$ cat config.mk
export PLATFORM = sky130hd
export DESIGN_NAME = lift_row_ctrl_flat
export DESIGN_NICKNAME = d
export VERILOG_FILES = /design/src/rtl/lift_row_ctrl_if.sv /design/src/rtl/lift_row_ctrl.sv /design/src/flat_wrapper.sv
export SDC_FILE = /design/constraint.sdc
export NUM_CORES = 1
export LEC_CHECK = 0
export CAP_MARGIN = 30
export CORE_UTILIZATION = 35
export DETAILED_ROUTE_END_ITERATION = 16
export PLACE_DENSITY_LB_ADDON = 0.25
export SYNTH_ARGS = -nofsm -noshare
export SYNTH_HDL_FRONTEND = slang
export SYNTH_SLANG_ARGS = --single-unit
$ cat constraint.sdc
create_clock -name clk -period 21.3 [get_ports clk]
set_input_delay 4.26 -clock clk [delete_from_list [all_inputs] [get_ports clk]]
set_output_delay 4.26 -clock clk [all_outputs]
set_load 0.005 [all_outputs]
$ cat src/rtl/lift_row_ctrl_if.sv
// Host and RAM port bundle for the lifting row sequencer.
// master = sequencer side, slave = host/RAM side.
interface lift_row_ctrl_if #(
  parameter int W  = 26,
  parameter int AW = 7
);
  logic [AW-1:0] host_addr;
  logic [W-1:0]  host_din;
  logic          host_we;
  logic [W-1:0]  host_dout;
  logic [AW-1:0] ram_addr;
  logic [W-1:0]  ram_din;
  logic          ram_we;
  logic [W-1:0]  ram_dout;

  modport master (
    input  host_addr, host_din, host_we, ram_dout,
    output host_dout, ram_addr, ram_din, ram_we
  );

  modport slave (
    output host_addr, host_din, host_we, ram_dout,
    input  host_dout, ram_addr, ram_din, ram_we
  );
endinterface

$ cat src/rtl/lift_row_ctrl.sv
// In-place 5/3 (LeGall) lifting sequencer over a row RAM.
// Forwards the host port to the RAM while idle.
module lift_row_ctrl #(
  parameter int W  = 26,
  parameter int AW = 7,
  parameter int N  = 128
) (
  input  logic clk,
  input  logic rst,
  input  logic start,
  input  logic inverse,
  output logic busy,
  output logic done,
  lift_row_ctrl_if.master bus
);
  typedef enum logic [2:0] {IDLE, RD_L, RD_R, RD_C, WR, DONE} state_t;

  localparam logic [AW-1:0] C_LAST_ODD  = AW'(N - 1);
  localparam logic [AW-1:0] C_LAST_EVEN = AW'(N - 2);
  localparam logic signed [W+1:0] TWO   = (W+2)'(2);

  state_t        state, state_nx;
  logic          inv, inv_nx;
  logic          phase, phase_nx;
  logic [AW-1:0] c, c_nx;
  logic [W-1:0]  a, b;

  logic          odd_phase, sub;
  logic [AW-1:0] l_addr, r_addr, c_last;
  logic signed [W+1:0] sa, sb, sx, s, t, res;

  // Phase 0 is predict (odd c) for forward and update (even c) for inverse.
  assign odd_phase = (phase == inv);
  assign sub       = odd_phase ^ inv;
  assign c_last    = odd_phase ? C_LAST_ODD : C_LAST_EVEN;
  assign l_addr    = (c == '0) ? AW'(1) : c - AW'(1);
  assign r_addr    = (c == C_LAST_ODD) ? C_LAST_EVEN : c + AW'(1);

  // Sum kept two bits wider than a pixel so s+2 cannot overflow before the shift.
  always_comb begin
    sa  = {{2{a[W-1]}}, a};
    sb  = {{2{b[W-1]}}, b};
    sx  = {{2{bus.ram_dout[W-1]}}, bus.ram_dout};
    s   = sa + sb;
    t   = odd_phase ? (s >>> 1) : ((s + TWO) >>> 2);
    res = sub ? (sx - t) : (sx + t);
  end

  assign bus.host_dout = bus.ram_dout;

  always_ff @(posedge clk) begin
    if (rst) begin
      state <= IDLE;
      inv   <= 1'b0;
      phase <= 1'b0;
      c     <= '0;
      a     <= '0;
      b     <= '0;
    end else begin
      state <= state_nx;
      inv   <= inv_nx;
      phase <= phase_nx;
      c     <= c_nx;
      if (state == RD_R) a <= bus.ram_dout;
      if (state == RD_C) b <= bus.ram_dout;
    end
  end

  always_comb begin
    state_nx    = state;
    inv_nx      = inv;
    phase_nx    = phase;
    c_nx        = c;
    busy        = 1'b0;
    done        = 1'b0;
    bus.ram_addr = bus.host_addr;
    bus.ram_din  = bus.host_din;
    bus.ram_we   = bus.host_we;
    case (state)
      IDLE: begin
        if (start) begin
          state_nx = RD_L;
          inv_nx   = inverse;
          phase_nx = 1'b0;
          c_nx     = {{(AW-1){1'b0}}, ~inverse};
        end
      end
      RD_L: begin
        busy         = 1'b1;
        bus.ram_addr = l_addr;
        bus.ram_din  = '0;
        bus.ram_we   = 1'b0;
        state_nx     = RD_R;
      end
      RD_R: begin
        busy         = 1'b1;
        bus.ram_addr = r_addr;
        bus.ram_din  = '0;
        bus.ram_we   = 1'b0;
        state_nx     = RD_C;
      end
      RD_C: begin
        busy         = 1'b1;
        bus.ram_addr = c;
        bus.ram_din  = '0;
        bus.ram_we   = 1'b0;
        state_nx     = WR;
      end
      WR: begin
        busy         = 1'b1;
        bus.ram_addr = c;
        bus.ram_din  = res[W-1:0];
        bus.ram_we   = 1'b1;
        if (c != c_last) begin
          c_nx     = c + AW'(2);
          state_nx = RD_L;
        end else if (phase) begin
          state_nx = DONE;
        end else begin
          phase_nx = 1'b1;
          c_nx     = {{(AW-1){1'b0}}, inv};
          state_nx = RD_L;
        end
      end
      DONE: begin
        done       = 1'b1;
        bus.ram_we = 1'b0;
        state_nx   = IDLE;
      end
      default: state_nx = IDLE;
    endcase
    if (rst) bus.ram_we = 1'b0;
  end
endmodule

$ cat src/flat_wrapper.sv
// flat-port wrapper written by rule: the top's interface ports become plain ports
module lift_row_ctrl_flat 
#(
  parameter int W  = 26,
  parameter int AW = 7,
  parameter int N  = 128
)
  (clk, rst, start, inverse, busy, done, bus_host_addr, bus_host_din, bus_host_we, bus_ram_dout, bus_host_dout, bus_ram_addr, bus_ram_din, bus_ram_we);
  lift_row_ctrl_if #(.W(W), .AW(AW)) bus_i ();
  input  logic clk;
  input  logic rst;
  input  logic start;
  input  logic inverse;
  output logic busy;
  output logic done;
  input wire logic [$bits(bus_i.host_addr)-1:0] bus_host_addr;
  input wire logic [$bits(bus_i.host_din)-1:0] bus_host_din;
  input wire logic [$bits(bus_i.host_we)-1:0] bus_host_we;
  input wire logic [$bits(bus_i.ram_dout)-1:0] bus_ram_dout;
  output wire logic [$bits(bus_i.host_dout)-1:0] bus_host_dout;
  output wire logic [$bits(bus_i.ram_addr)-1:0] bus_ram_addr;
  output wire logic [$bits(bus_i.ram_din)-1:0] bus_ram_din;
  output wire logic [$bits(bus_i.ram_we)-1:0] bus_ram_we;
  assign bus_i.host_addr = bus_host_addr;
  assign bus_i.host_din = bus_host_din;
  assign bus_i.host_we = bus_host_we;
  assign bus_i.ram_dout = bus_ram_dout;
  assign bus_host_dout = bus_i.host_dout;
  assign bus_ram_addr = bus_i.ram_addr;
  assign bus_ram_din = bus_i.ram_din;
  assign bus_ram_we = bus_i.ram_we;
  lift_row_ctrl #(.W(W), .AW(AW), .N(N)) u_core (.clk(clk), .rst(rst), .start(start), .inverse(inverse), .busy(busy), .done(done), .bus(bus_i));
endmodule
# --- After elaboration in Yosys (flattened, before gate mapping) ---
# Cells that the tools add are included.
classes:
  add_sub_neg: 7
  n_eq_ne: 11
  mux: 22
  bitwise_logic: 2
  reduce_logical: 10
op_table:
  columns: ["cell", "count"]
  rows:
  - ["$mux W26", 2]
  - ["$pmux W26 S2", 1]
  - ["$mux W7", 5]
  - ["$add A27 B3 Y28 const B", 1]
  - ["$add A26 B26 Y27", 1]
  - ["$add A26 B26 Y26", 1]
  - ["$sub A26 B26 Y26", 1]
  - ["$pmux W7 S3", 1]
  - ["$pmux W3 S5", 1]
  - ["$pmux W7 S2", 1]
  - ["$mux W3", 3]
  - ["$reduce_or A4 Y1", 2]
  - ["$add A7 B1 Y7 const B", 1]
  - ["$add A7 B2 Y7 const B", 1]
  - ["$eq A7 B7 Y1 const B", 1]
  - ["$logic_not A7 Y1", 1]
  - ["$ne A7 B7 Y1", 1]
  - ["$sub A7 B1 Y7 const B", 1]
  - ["$eq A3 B2 Y1 const B", 2]
  - ["$eq A3 B3 Y1 const B", 2]
  - ["$mux W1", 6]
  - ["$reduce_and A3 Y1", 2]
  - ["$ne A2 B2 Y1 const B", 2]
  - ["$pmux W1 S2", 2]
  - ["other kinds (10)", 10]
word_totals:
  regBits: 64
  out_inout_bits: 62
  elab_cells: 58

# --- Longest topological paths before layout ---
# Gate-level depths: netlist of the first run.
depth:
  ltp_word: 6
  ltp_mapped: 29
  ltp_nobuf: 28

# --- Worst setup path after synthesis of the first run ---
# OpenSTA, ideal clock, no wires.
synth_timing:
  path_kind: "input to output"
  startpoint: "input port bus_ram_dout[6]"
  endpoint: "output port bus_ram_din[25]"
  arrival_ns: 7.140
  t_required_ns: 17.040
  path_slack_ns: 9.900
  stages: 14
  path_cell_list: "ha_1 -> a21o_1 -> or3_1 -> o211a_1 -> o221a_2 -> o22ai_1 -> o31ai_1 -> a21oi_1 -> o21ba_2 -> o21ai_0 -> a31oi_1 -> nor3_1 -> a311oi_1 -> o211ai_1"
synth_via:
  elab_chain_cells: 3
synth_rtl:
  columns: ["element", "line", "source"]
  rows:
  - ["start, declared", "flat_wrapper.sv:19", "input wire logic [$bits(bus_i.ram_dout)-1:0] bus_ram_dout;"]
  - ["$add A26 B26 Y26 / $sub A26 B26 Y26 (equally long branches)", "lift_row_ctrl.sv:46", "res = sub ? (sx - t) : (sx + t);"]
  - ["$mux W26 *", "lift_row_ctrl.sv:46", null]
  - ["$pmux W26 S2 *", "lift_row_ctrl.sv:79", "case (state)"]
  - ["end, declared", "flat_wrapper.sv:22", "output wire logic [$bits(bus_i.ram_din)-1:0] bus_ram_din;"]
# Mark *: on every way between the ends. The rest lies on a longest branch, timed or not.

# --- Worst setup path in the final report of the first run ---
layout_timing:
  startpoint: "input port bus_ram_dout[0]"
  endpoint: "output port bus_ram_din[20]"
# The elaborated chain is that of the path after synthesis.

==> results of run 1 <==
-- tightest hold or removal path: stages, from the launching register on --
cell	delay, ns
dfxtp_1	0.31
nand2_1	0.05
a21oi_1	0.05
-- sequential cells by signal, summed over array words and instances, names as in the netlist --
name / cells
u_core.c: 7
u_core.state: 3
u_core.inv: 1
u_core.b: 26
u_core.phase: 1
u_core.a: 26
-- synthesized netlist by cell type, types with 6 or more instances --
| cell type | number | area share, % |
|---|---|---|
| nand2_1 | 239 | 11 |
| a21oi_1 | 125 | 7.3 |
| o21ai_0 | 83 | 4.9 |
| clkbuf_1 | 65 | 2.9 |
| dfxtp_1 | 64 | 15 |
| nor2_1 | 64 | 2.8 |
| ha_1 | 58 | 8.5 |
| xnor2_1 | 42 | 4.3 |
| nand3_1 | 36 | 2.1 |
| nor3_1 | 31 | 1.8 |
| xor2_1 | 31 | 3.2 |
| inv_1 | 28 | 1.2 |
| buf_4 | 26 | 2.3 |
| nand4_1 | 21 | 1.5 |
| o21a_1 | 17 | 1.5 |
| o31ai_1 | 17 | 1.5 |
| a31oi_1 | 15 | 1.1 |
| nand2b_1 | 13 | 0.96 |
| o211ai_1 | 12 | 1.1 |
| mux2i_1 | 11 | 1.3 |
| nor4_1 | 11 | 0.81 |
| a21o_1 | 10 | 0.88 |
| nor2b_1 | 10 | 0.73 |
| or3_1 | 10 | 0.73 |
| and3_1 | 9 | 0.66 |
| and4_1 | 9 | 0.93 |
| a211o_1 | 8 | 0.82 |
| a211oi_1 | 8 | 0.71 |
| buf_1 | 8 | 0.35 |
| or2_2 | 8 | 0.59 |
| a21boi_0 | 7 | 0.62 |
| and2_1 | 7 | 0.51 |
| buf_2 | 7 | 0.41 |
| o2111ai_1 | 7 | 0.72 |
| nor3b_1 | 6 | 0.53 |
| o21ai_1 | 6 | 0.35 |
| o31a_1 | 6 | 0.62 |
| o32ai_1 | 6 | 0.62 |
-- cell families after synthesis --
logic type	synth area share, %
multiplexers	1.690
AO/OA/AOI/OAI	31.07
adder cells (fa/ha/maj)	8.996
buffers and inverters	7.291
AND/OR/NAND/NOR	28.38
flip-flops	15.05
XOR/XNOR	7.511
-- per-stage QoR --
| step | cells | setup slack [ns] | area (sq um) | hold WS [ns] |
|---|---|---|---|---|
| after detailed placement | 1594 | 8.369 | 9728 | 0.4525 |
| after global placement | 1593 | 8.505 | 9723 | 0.4476 |
| after global routing | 1610 | 7.979 | 10010 | 0.4779 |
| after CTS | 1610 | 8.364 | 10010 | 0.4601 |
| after floorplan | 1248 | 9.900 | 8512 | 0.4400 |
| final | 1610 | 8.320 | 10010 | 0.4588 |
-- final cells by class --
cell class,count,area share [%]
Inverter,28,1.050
Clock buffer,10,2.387
Tap cell,319,3.987
Sequential cell,64,12.81
Clock inverter,6,0.4374
Timing Repair Buffer,134,13.10
Multi-Input combinational cell,1049,66.23
-- where the power goes --
part / switching, W / internal, W
registers: 0.0000257 / 0.000138
clock network: 0.0000625 / 0.0000822
logic: 0.000364 / 0.000259
total: 0.000452 / 0.000479
-- metal layers --
metal | track usage, % | vias up | share of wire (%)
met5 | 0 | - | 0
met4 | 4.899 | 0 | 1.5
met3 | 2.765 | 29 | 5.1
met2 | 37.63 | 273 | 47
met1 | 30.29 | 4451 | 47
li1 | - | 4645 | -
-- worst max-delay path by stage --
stage | start | end | slack, ns
2_1_floorplan | bus_ram_dout[6] | bus_ram_din[25] | 9.90
3_3_place_gp | bus_ram_dout[6] | bus_ram_din[25] | 8.51
3_5_place_dp | bus_ram_dout[6] | bus_ram_din[25] | 8.37
4_1_cts | bus_ram_dout[6] | bus_ram_din[25] | 8.36
5_1_grt | bus_ram_dout[0] | bus_ram_din[20] | 7.98
6_report | bus_ram_dout[0] | bus_ram_din[20] | 8.32
==> impl_metrics.tcl, run 1 <==
set metrics [dict create \
    hold_path.startpoint "u_core.a[5]" \
    cts.path.max_buffers 2 \
    ir_drop_uv 42.35 \
    leakagePower_nw 3.536 \
    cp_cell_sequence "clkdlybuf4s50_1 > inv_1 > ha_1 > fa_1 > nor2b_1 > o21ai_0 > a21oi_1 > o21ai_0 > a21boi_0 > o2111a_1 > o2111ai_1 > a31oi_1 > o21ai_0 > a21boi_0 > o21a_1 > or4_1 > nand3_1 > clkdlybuf4s50_1" \
    grt_overflow 0 \
    cpPeakStageDelay_ns 0.50 \
    avgRoutedWirePerCell_um 17.37 \
    cp_common_cell "o21ai_0" \
    multi_input_area_sq_um 6630 \
    post_cts_buffers 0 \
    crit_required_ns 17.04 \
    synth_warnings 0 \
    io_pins 126 \
    die_h_um 157.9 \
    grt_antenna_before_repair 0 \
    clock_sinks 64 \
    clkLatencyLatePin_ns 0.34 \
    register_area_sq_um 1282 \
    holdPathStages 2 \
    area_growth_pct 17.61 \
    seq_area_frac_synth_pct 15.05 \
    num_rows 56 \
    start_kind "input port" \
    fmax_mhz 77.04 \
    cts-root-buf "clkbuf_16" \
    final_cell_mix "nand2_1 (239), a21oi_1 (125), clkdlybuf4s50_1 (124)" \
    htreeDepth 3 \
    r2r_cells 10 \
    core_area_sq_um 23680 \
    max_slew_margin_pct 36.25 \
    mappedNetlistArea_sq_um 8512 \
    wl_mm 27.97 \
    worstHoldEndpoint "u_core.a[5]" \
    nets 1410 \
    fin_crit_sh_pct 60.94 \
    worstPathMaxFanout 4 \
    final_util_pct 42.27 \
    crit_buf_inv 3 \
    grt_max_degree 61 \
    yosysUniqueCellTypes 90 \
    fin_skew_ns 0.006679 \
    cp.depth 18 \
    postSynthCellCount 1248 \
    critPathArrivalTime_ns 8.72 \
    finalSetupViolCount 0 \
    rr_startpoint "u_core.inv" \
    cts-buffers-inserted 9 \
    cp_top_family "compound AO/OA/AOI/OAI gates" \
    slew_violations 0 \
    syn_area_per_cell_sq_um 6.820 \
    track_usage_pct 22.37 \
    yosys_register_bits 64 \
    die_width_um 157.9 \
    synth_edf_count 0 \
    viasPerCell 5.837 \
    worst_slew_pin_slew_ns 0.9542 \
    total_power_w 0.0009314 \
    ant_nets 0 \
    hold_viol_final 0 \
    rsz0062_at_grt "false" \
    reg2reg_slack_ns 17.81 \
    fin_crit_ns 12.98 \
    vias 9398 \
    endpoint_kind "output port" \
    diodes 0 \
    drive_gt1_share_pct 4.880 \
    drt_first_iter_violations 716 \
    fillers 2574 \
    start_util_pct 35.94 \
    worstReg2RegEnd "u_core.c[6]" \
    critPathKind "input port to output port" \
    grt_pass1_vias 8396 \
    post_cts_resized 0 \
    cts.reportedPaths.clkPinSlew_ns 0.06 \
    grt_pass1_wl_mm 44.38 \
    die_area_sq_um 24950 \
    setup_tns_ns 0 \
    cp_slowest_cell "clkdlybuf4s50_1" \
    hold_path.class "flop to flop" \
    async_flop_share_pct 0 \
    cts_hold_buf 0 \
    drc 0 \
    place.detailed.hpwl_mm 20.99 \
    maxCapViolations 0 \
    cts_tree "yes" \
    port_buffers 125 \
    synth_nets 1372 \
    gp_congestion 0.9101 \
    dr.pass1.iters 6 \
    status "finished clean" \
    powerDensity_nw_per_um2 93.04 \
    final_common_cell "nand2_1" \
    synth_flop_cell "dfxtp_1" \
]
(Power assumes the default switching activity.)
==> inputs of run 2 (changes only) <==
clock period = 10.39 ns   (was 21.3 ns; I/O delays follow)
==> run 2 against run 1 <==
Effect of this change:
- core utilization up 0.13 points
- die area is the same
- combinational power up 110%
- total power grew 110%
- cell count about the same
- sequential power up 98%
- critical endpoint is now bus_ram_din[25]
- highest routed layer unchanged
==> impl_metrics.tcl, run 2 (synthesis gave the netlist of run 1 again) <==
set metrics [dict create \
    nets 1411 \
    worstPathMaxFanout 8 \
    fillers 2569 \
    maxCapViolations 0 \
    die_width_um 157.9 \
    worst_slew_pin_slew_ns 0.9408 \
    wl_mm 27.72 \
    viasPerCell 5.764 \
    gp_congestion 0.9090 \
    multi_input_area_sq_um 6635 \
    final_util_pct 42.40 \
    fin_skew_ns 0.005919 \
    track_usage_pct 22.20 \
    place.detailed.hpwl_mm 20.40 \
    top_regs "u_core.a x26, u_core.b x26, u_core.c x7" \
    cpPeakStageDelay_ns 0.68 \
    start_util_pct 35.94 \
    use_met1_pct 30.20 \
    cts-buffers-inserted 9 \
    worstReg2RegEnd "u_core.c[6]" \
    top_usage_layer "met2" \
    grt_pass1_vias 8316 \
    rr_startpoint "u_core.inv" \
    final_cell_mix "nand2_1 (239), a21oi_1 (125), clkdlybuf4s50_1 (124)" \
    critPathArrivalTime_ns 7.64 \
    endpoint_kind "output port" \
    core_area_sq_um 23680 \
    avgRoutedWirePerCell_um 17.20 \
    final_common_cell "nand2_1" \
    r2r_cells 10 \
    use_met3_pct 2.190 \
    register_area_sq_um 1282 \
    grt_antenna_before_repair 0 \
    hold_path.class "flop to flop" \
    clock_sinks 64 \
    crit_start "u_core.b[0]" \
    max_slew_margin_pct 37.14 \
    met2_usage_pct 37.74 \
    critPathKind "flop to output port" \
    die_area_sq_um 24950 \
    rsz0062_at_grt "false" \
    cts.path.max_buffers 2 \
    grt_pass1_wl_mm 43.83 \
    ir_drop_uv 95.16 \
    htreeDepth 3 \
    clkLatencyLatePin_ns 0.35 \
    grt_max_degree 61 \
    io_pins 126 \
    setup_tns_ns 0 \
    area_growth_pct 17.96 \
    drive_gt1_share_pct 4.954 \
    endpoint "bus_ram_din[25]" \
    cts_tree "yes" \
    powerDensity_nw_per_um2 192.0 \
    hold_viol_final 0 \
    grt_overflow 0 \
    die_h_um 157.9 \
    num_rows 56 \
    vias 9285 \
    slew_violations 0 \
    dr.pass1.iters 5 \
    leakagePower_nw 3.558 \
    crit_required_ns 8.31 \
    ant_nets 0 \
    reg2reg_slack_ns 7.15 \
    drt_first_iter_violations 661 \
    port_buffers 125 \
    diodes 0 \
    finalSetupViolCount 0 \
    start_kind "flop" \
    fin_crit_ns 9.714 \
    fin_crit_sh_pct 93.50 \
    cp_slowest_cell "or4_1" \
    fmax_mhz 102.9 \
    status "finished clean" \
    drc 0 \
    cts.reportedPaths.clkPinSlew_ns 0.06 \
    cts-root-buf "clkbuf_16" \
]
run 2: power breakdown:
group          switching [W]  internal [W]
Sequential         0.0000418      0.000283
Clock               0.000133      0.000187
Combinational       0.000751      0.000531
run 2: worst min path at each step:
stage / to / from / depth (start not counted) / slack [ns]
2_1_floorplan: u_core.a[10] / u_core.a[10] / 2 / 0.44
3_3_place_gp: u_core.b[4] / u_core.b[4] / 2 / 0.45
3_5_place_dp: u_core.b[4] / u_core.b[4] / 2 / 0.45
4_1_cts: u_core.a[22] / u_core.a[22] / 2 / 0.46
5_1_grt: u_core.b[20] / u_core.b[20] / 2 / 0.48
6_report: u_core.b[4] / u_core.b[4] / 2 / 0.46
run 2: metal layers:
layer  wire [um]  part of all wire (%)
met1       13220                    48
met2       12810                    46
met3        1288                   4.6
met4         392                   1.4
met5           0                     0
run 2: per-stage QoR:
step                      worst slack [ns]  instance area (sq um)  power [W]  cells  hold WS (ns)
after floorplan                      2.338                   8512   0.001202   1248        0.4400
after global placement               1.290                   9738   0.001595   1595        0.4476
after detailed placement             1.056                   9738   0.001602   1595        0.4522
after CTS                           0.6408                  10040   0.001931   1611        0.4613
after global routing               0.05628                  10040   0.002094   1611        0.4798
final                               0.6757                  10040   0.001928   1611        0.4580
run 2: critical path, delay by kind of cell, from the launching register on:
kind	cells	cell delay, ns
AO/OA/AOI/OAI	14	3.51
XOR/XNOR	1	0.09
adder cells (fa/ha/maj)	2	0.67
buffers and inverters	1	0.53
flip-flops	1	0.32
multiplexers	1	0.11
AND/OR/NAND/NOR	8	2.05
run 2: final cells by class:
class / instances / share of cell area [%]
clock inverter: 6 / 0.6854
inverter: 28 / 1.047
sequential: 64 / 12.77
timing repair buffer: 135 / 13.16
tap: 319 / 3.975
clock buffer: 10 / 2.280
multi-input combinational: 1049 / 66.08
run 2: repair_timing:
action	4_1_cts	5_1_grt
buffers inserted	0	0
endpoints found under the hold margin	0	0
gates resized for setup	0	1
endpoints found under the setup margin	0	1
hold buffers	0	0
==> inputs of run 3 (changes only) <==
ABC_CLOCK_PERIOD_IN_PS = 10390   (was not set)
==> results of run 3 <==
Final layout, timing and power as in run 2 (identical DEF).
